## config.mk

```make
export PLATFORM = sky130hd
export DESIGN_NAME = vec_unit_arbiter
export DESIGN_NICKNAME = d
export VERILOG_FILES = /design/src/rtl/vec_unit_arbiter.sv
export SDC_FILE = /design/constraint.sdc
export NUM_CORES = 1
export LEC_CHECK = 0
export CORE_AREA = 10 10 219 221
export CTS_CLUSTER_DIAMETER = 60
export DETAILED_ROUTE_END_ITERATION = 8
export DIE_AREA = 0 0 229 231
export PLACE_DENSITY = 0.65
export RECOVER_POWER = 100
export SLEW_MARGIN = 0
export SYNTH_ARGS = -nofsm -noshare
export SYNTH_HDL_FRONTEND = slang
export SYNTH_SLANG_ARGS = --single-unit
```

## constraint.sdc

```tcl
create_clock -name i_clk -period 3.3 [get_ports i_clk]
set_clock_uncertainty 0.2 [all_clocks]
set_input_delay 0.33 -clock i_clk [delete_from_list [all_inputs] [get_ports i_clk]]
set_output_delay 0.33 -clock i_clk [all_outputs]
set_load 0.01 [all_outputs]
```

## src/rtl/vec_unit_arbiter.sv

```systemverilog
`timescale 1ns/1ps
// vec_unit_arbiter
// Round-robin arbiter that shares one fixed-latency vector unit between
// NUM_REQ requesters and routes each result back, tagged with its requester id.
//
// Ports
//   i_clk, i_rst_n          clock (rising edge), async active-low reset
//   i_req_valid/o_req_ready per-requester handshake; o_req_ready is one-hot
//   i_req_x/y/z             packed operands, requester k at [k*DATA_W +: DATA_W]
//   i_hold                  suppresses new grants, in-flight ops still drain
//   o_op_valid, o_op_x/y/z  registered operands issued to the shared unit
//   i_res_x/y/z             shared unit result, LATENCY cycles after o_op_valid
//   o_res_valid, o_res_id,
//   o_res_x/y/z             registered, routed result
//   o_inflight              issued but not yet returned op count
module vec_unit_arbiter #(
  parameter int NUM_REQ = 4,
  parameter int LATENCY = 7,
  parameter int DATA_W  = 27,
  localparam int ID_W   = $clog2(NUM_REQ),
  localparam int IF_W   = $clog2(LATENCY + 2) + 1
) (
  input  logic                      i_clk,
  input  logic                      i_rst_n,
  input  logic [NUM_REQ-1:0]        i_req_valid,
  output logic [NUM_REQ-1:0]        o_req_ready,
  input  logic [NUM_REQ*DATA_W-1:0] i_req_x,
  input  logic [NUM_REQ*DATA_W-1:0] i_req_y,
  input  logic [NUM_REQ*DATA_W-1:0] i_req_z,
  input  logic                      i_hold,
  output logic                      o_op_valid,
  output logic [DATA_W-1:0]         o_op_x,
  output logic [DATA_W-1:0]         o_op_y,
  output logic [DATA_W-1:0]         o_op_z,
  input  logic [DATA_W-1:0]         i_res_x,
  input  logic [DATA_W-1:0]         i_res_y,
  input  logic [DATA_W-1:0]         i_res_z,
  output logic                      o_res_valid,
  output logic [ID_W-1:0]           o_res_id,
  output logic [DATA_W-1:0]         o_res_x,
  output logic [DATA_W-1:0]         o_res_y,
  output logic [DATA_W-1:0]         o_res_z,
  output logic [IF_W-1:0]           o_inflight
);

  logic [ID_W-1:0]              r_rr_ptr;
  // Tag pipe: stage 0 is the o_op_valid cycle, stage LATENCY is the cycle
  // in which i_res_* carries that op's result.
  logic [LATENCY:0]             r_tag_v;
  logic [LATENCY:0][ID_W-1:0]   r_tag_id;
  logic [DATA_W-1:0]            r_op_x, r_op_y, r_op_z;
  logic                         r_res_valid;
  logic [ID_W-1:0]              r_res_id;
  logic [DATA_W-1:0]            r_res_x, r_res_y, r_res_z;
  logic [IF_W-1:0]              r_inflight;

  logic [NUM_REQ-1:0]           w_grant;
  logic [ID_W-1:0]              w_grant_idx;
  logic                         w_hs;
  logic                         w_tail_v;
  logic [DATA_W-1:0]            w_sel_x, w_sel_y, w_sel_z;
  logic [ID_W:0]                w_sum;
  logic [ID_W-1:0]              w_cand;

  // Search from rr_ptr upward with wrap; the first valid requester wins.
  always_comb begin
    w_grant     = '0;
    w_grant_idx = '0;
    w_hs        = 1'b0;
    w_sum       = '0;
    w_cand      = '0;
    for (int unsigned i = 0; i < NUM_REQ; i++) begin
      w_sum = {1'b0, r_rr_ptr} + (ID_W+1)'(i);
      if (w_sum >= (ID_W+1)'(NUM_REQ))
        w_sum = w_sum - (ID_W+1)'(NUM_REQ);
      w_cand = w_sum[ID_W-1:0];
      if (!w_hs && i_req_valid[w_cand]) begin
        w_hs            = 1'b1;
        w_grant[w_cand] = 1'b1;
        w_grant_idx     = w_cand;
      end
    end
    if (i_hold || !i_rst_n) begin
      w_grant     = '0;
      w_grant_idx = '0;
      w_hs        = 1'b0;
    end
  end

  always_comb begin
    w_sel_x = '0;
    w_sel_y = '0;
    w_sel_z = '0;
    for (int unsigned k = 0; k < NUM_REQ; k++) begin
      if (w_grant[k]) begin
        w_sel_x = i_req_x[k*DATA_W +: DATA_W];
        w_sel_y = i_req_y[k*DATA_W +: DATA_W];
        w_sel_z = i_req_z[k*DATA_W +: DATA_W];
      end
    end
  end

  assign w_tail_v = r_tag_v[LATENCY];

  always_ff @(posedge i_clk or negedge i_rst_n) begin
    if (!i_rst_n) begin
      r_rr_ptr    <= '0;
      r_tag_v     <= '0;
      r_tag_id    <= '0;
      r_op_x      <= '0;
      r_op_y      <= '0;
      r_op_z      <= '0;
      r_res_valid <= 1'b0;
      r_res_id    <= '0;
      r_res_x     <= '0;
      r_res_y     <= '0;
      r_res_z     <= '0;
      r_inflight  <= '0;
    end else begin
      r_tag_v  <= {r_tag_v[LATENCY-1:0], w_hs};
      r_tag_id <= {r_tag_id[LATENCY-1:0], w_grant_idx};

      if (w_hs) begin
        r_rr_ptr <= (w_grant_idx == ID_W'(NUM_REQ - 1)) ? '0 : w_grant_idx + 1'b1;
        r_op_x   <= w_sel_x;
        r_op_y   <= w_sel_y;
        r_op_z   <= w_sel_z;
      end

      r_res_valid <= w_tail_v;
      if (w_tail_v) begin
        r_res_id <= r_tag_id[LATENCY];
        r_res_x  <= i_res_x;
        r_res_y  <= i_res_y;
        r_res_z  <= i_res_z;
      end

      // Retire on the edge that raises o_res_valid, so a continuous stream
      // settles at LATENCY+1 outstanding ops.
      case ({w_hs, w_tail_v})
        2'b10:   r_inflight <= r_inflight + 1'b1;
        2'b01:   r_inflight <= r_inflight - 1'b1;
        default: r_inflight <= r_inflight;
      endcase
    end
  end

  assign o_req_ready = w_grant;
  assign o_op_valid  = r_tag_v[0];
  assign o_op_x      = r_op_x;
  assign o_op_y      = r_op_y;
  assign o_op_z      = r_op_z;
  assign o_res_valid = r_res_valid;
  assign o_res_id    = r_res_id;
  assign o_res_x     = r_res_x;
  assign o_res_y     = r_res_y;
  assign o_res_z     = r_res_z;
  assign o_inflight  = r_inflight;

endmodule

```

==> impl_metrics.yaml <==
outcome:
  result_of_the_run: "complete, no violations"
pwr:
  design_power_total_w: 0.0115
  total_switching_power_w: 0.00429
  power.ir.vdd_worst_v: 0.000259
  switching_fraction_of_total_power_pct: 37.3
  power_frac_seq_pct: 30.5
  internal_power_w: 0.00722
  power_frac_clock_pct: 19.5
  leakage_power_nw: 7.11
  power_density_mw_per_mm2: 648
  p_comb_share_pct: 50.0
setup_path:
  crit_path_max_fanout: 21
  crit_type: "reg2reg"
  setup_slack_of_the_most_critical_reg_to_reg_path_ps: 50
  cp_slowest_cell: "sky130_fd_sc_hd__a221oi_1"
  cp_common_cell: "sky130_fd_sc_hd__buf_4"
  cp-startpoint: "r_rr_ptr[0]$_DFFE_PN0P_"
  cp.required_ps: 3440
  cp-end-kind: "flop"
  cp_bufs_invs: 6
  cp.arrival_ps: 3390
  critical_path.max_stage_delay_ps: 490
  critical-path-top-delay-family: "compound AO/OA/AOI/OAI gates"
  r2r-end: "o_op_y[25]$_DFFE_PN0P_"
  timing.reg2reg.worst_path_depth: 13
  timing.rr.start: "r_rr_ptr[0]$_DFFE_PN0P_"
  critical_path.cell_chain: "clkinvlp_4 > ha_4 > buf_6 > mux4_2 > buf_4 > a21oi_1 > a21oi_1 > buf_4 > o21a_4 > buf_4 > buf_12 > a221oi_1 > a21oi_2"
  critPathLaunchType: "flop"
yosys:
  synth.mux.area_fraction_pct: 10.4
  edff_count_synth: 0
  netlist_instances: 788
  yosys.cell_types.count: 45
  average_cell_area_after_synthesis_um2: 12.2
  ys_seq_elements: 196
  ys_warn_count: 0
  ys_async_sr_fraction_pct: 100
  synth_seq_area_share_pct: 50.8
  adder_cell_fraction_of_synth_area_pct: 1.63
  post_synthesis_compound_gate_area_fraction_pct: 26.0
  synthXorXnorAreaFrac_pct: 0.544
  dominant_combinational_cell_family_by_area_after_synthesis: "compound AO/OA/AOI/OAI gates"
  syn-cell-area_mm2: 0.00965
  yosys_most_used_dff: "sky130_fd_sc_hd__dfrtp_1"
  synth_simple_gate_area_share_pct: 6.17
  synth_fp_nets: 1212
route:
  wirelength_mm: 48.4
  drt_iter0_markers: 552
  drc_errors: 0
  firstDrtPassIters: 5
  wl_per_cell_um: 23.9
  num_vias: 9723
  post_drt_via_cell_ratio: 4.81
  route.antenna.remaining_nets: 0
timing:
  setup-violations-final: 0
  max_slew_margin_pct: 4.39
  period_share_pct: 98.6
  final_setup_slack_of_the_worst_path_ps: 47.8
  max_slew.worst_pin.slew_ps: 1430
  unrepaired_setup_endpoints_after_global_routing: "yes"
  final.min_clock_period_ps: 3250
  maxClockFrequency_ghz: 0.307
  holdWs_ps: 108
  final-hold-violation-count: 0
  maxSlewViolCount: 0
global_routing:
  grt_first_pass_wirelength_mm: 69.3
  antenna_found_initial: 6
  global_route.overflow_total: 0
  grt_util_met3_pct: 7.27
  busiest_layer: "met2"
  gr-usage-all-layers_pct: 17.4
  global_route.usage.met2_pct: 29.5
  first_global_vias: 10454
  globalRouteMet1Util_pct: 19.4
  pin_count_of_the_biggest_net_entering_global_routing: 73
clocking:
  buffers_from_clock_root_to_sink_at_most: 2
  htreeDepth: 4
  clk_transition_reported_paths_ps: 80
  cts.root.buffer_cell: "sky130_fd_sc_hd__clkbuf_16"
  cts_sinks: 196
  cts_buffers: 17
  clock_insertion_delay_worst_skew_ps: 460
  tritoncts: "done"
final_layout:
  final_net_count: 1839
  fillerInstances: 4231
  postLayoutCellArea_mm2: 0.0178
  final_common_cell: "sky130_fd_sc_hd__clkdlybuf4s50_1"
  syn_to_final_growth_pct: 84.1
  final_cell_mix: "sky130_fd_sc_hd__clkdlybuf4s50_1, sky130_fd_sc_hd__dfrtp_1, sky130_fd_sc_hd__dlygate4sd3_1, sky130_fd_sc_hd__a22oi_1, sky130_fd_sc_hd__mux2_2"
  layout.core_utilization_pct: 40.6
  drive_above_1_share_pct: 24.4
floorplan:
  fp_rows: 77
  floorplan.die.height_um: 231
  floorplan.initialDensity_pct: 22.1
  num_io_pins: 587
  die_w_um: 229
  core_area_mm2: 0.0437
  die-area_mm2: 0.0529
place:
  post-dp-hpwl_mm: 39.0
  gpl.final_weighted_congestion: 0.887
  io_buffer_count: 586
  placed_cell_area_mm2: 0.0168
  pre_cts_ws_ps: -139
flow_run:
  max-cap-violations: 0
min_path:
  hp-class: "in2async"
repair_timing:
item,4_1_cts,5_1_grt
cloned,0,3
hold endpoints to repair,22,0
endpoints found under the setup margin,5,82
hold buffers,1,0
buffers inserted,6,7
pin swaps,4,17
resized for setup,19,42
power groups by stage:
stage,sequential [W],combinational (W),clock [W]
detailed placement,0.00359,0.00575,0
global route,0.00360,0.00614,0.00242
global placement,0.00357,0.00568,0
CTS,0.00355,0.00582,0.00232
floorplan,0.00381,0.00227,0
finish,0.00351,0.00576,0.00224
logic make-up (layout without fill, tap and decap cells):
kind of cell             after synthesis  count (layout)
multiplexers                          86              86
flip-flops                           196             196
other                                  0               2
adder cells (fa/ha/maj)               12              12
AND/OR/NAND/NOR                      112             112
AO/OA/AOI/OAI                        288             288
buffers and inverters                 88             728
XOR/XNOR                               6               6
worst max path at each step:
stage | cells past startpoint | end | slack, ps
floorplan | 10 | o_op_x[17]$_DFFE_PN0P_ | -50
global placement | 10 | o_op_z[19]$_DFFE_PN0P_ | -30
detailed placement | 10 | o_op_x[19]$_DFFE_PN0P_ | -140
CTS | 9 | o_req_ready[0] | -40
global route | 11 | o_req_ready[3] | -90
finish | 13 | o_op_y[25]$_DFFE_PN0P_ | 50
cells in the mapped netlist (all sizes together), types with 2 or more instances:
cell type / instances / area (um2)
a21o: 3 / 22.5
nor2b: 2 / 12.5
ha: 11 / 138
nand3b: 4 / 42.5
nor3b: 4 / 30.0
inv: 12 / 45.0
xor2: 4 / 35.0
a221oi: 13 / 114
buf: 24 / 185
a21oi: 25 / 125
o21ai: 12 / 63.8
nand2: 6 / 22.5
nor3: 2 / 15.0
nand3: 82 / 410
dfrtp: 196 / 4900
o21a: 5 / 37.5
o211ai: 70 / 811
xnor2: 2 / 17.5
mux4: 3 / 67.6
mux2: 83 / 935
nand2b: 2 / 12.5
o22ai: 13 / 81.3
nor2: 7 / 26.3
a22oi: 137 / 1130
a2111oi: 3 / 70.1
clkbuf: 52 / 195
a22o: 3 / 26.3
through the flow:
step / std cells / setup TNS, ps
after detailed placement: 1972 / -6860
after global placement: 1972 / -782
after floorplan: 788 / -3520
after global routing: 2022 / -2700
final: 2022 / 0
after CTS: 2010 / -40.7
sequential cells by signal (all words and copies together) (netlist names), 8 cells and up:
register,cells
o_op_z,27
r_tag_v,8
o_res_x,27
o_res_y,27
o_op_x,27
o_res_z,27
o_op_y,27
r_tag_id,16
routing by layer:
metal	part of all wire (%)	vias to the layer above
met4	2.7	6
li1	-	4336
met2	49	531
met5	0.072	-
met3	9.5	61
met1	38	4789
area by class of cell:
cell class	instances	area, um2	share of cell area [%]
clock buffer	18	429	2.41
inverter	12	48.8	0.275
clock inverter	14	190	1.07
multi-input combinational	504	4590	25.8
tap	592	741	4.17
antenna	2	5.00	0.0282
sequential	196	4900	27.6
timing repair buffer	684	6870	38.6
No activity file was read; power rests on OpenSTA's default activity.
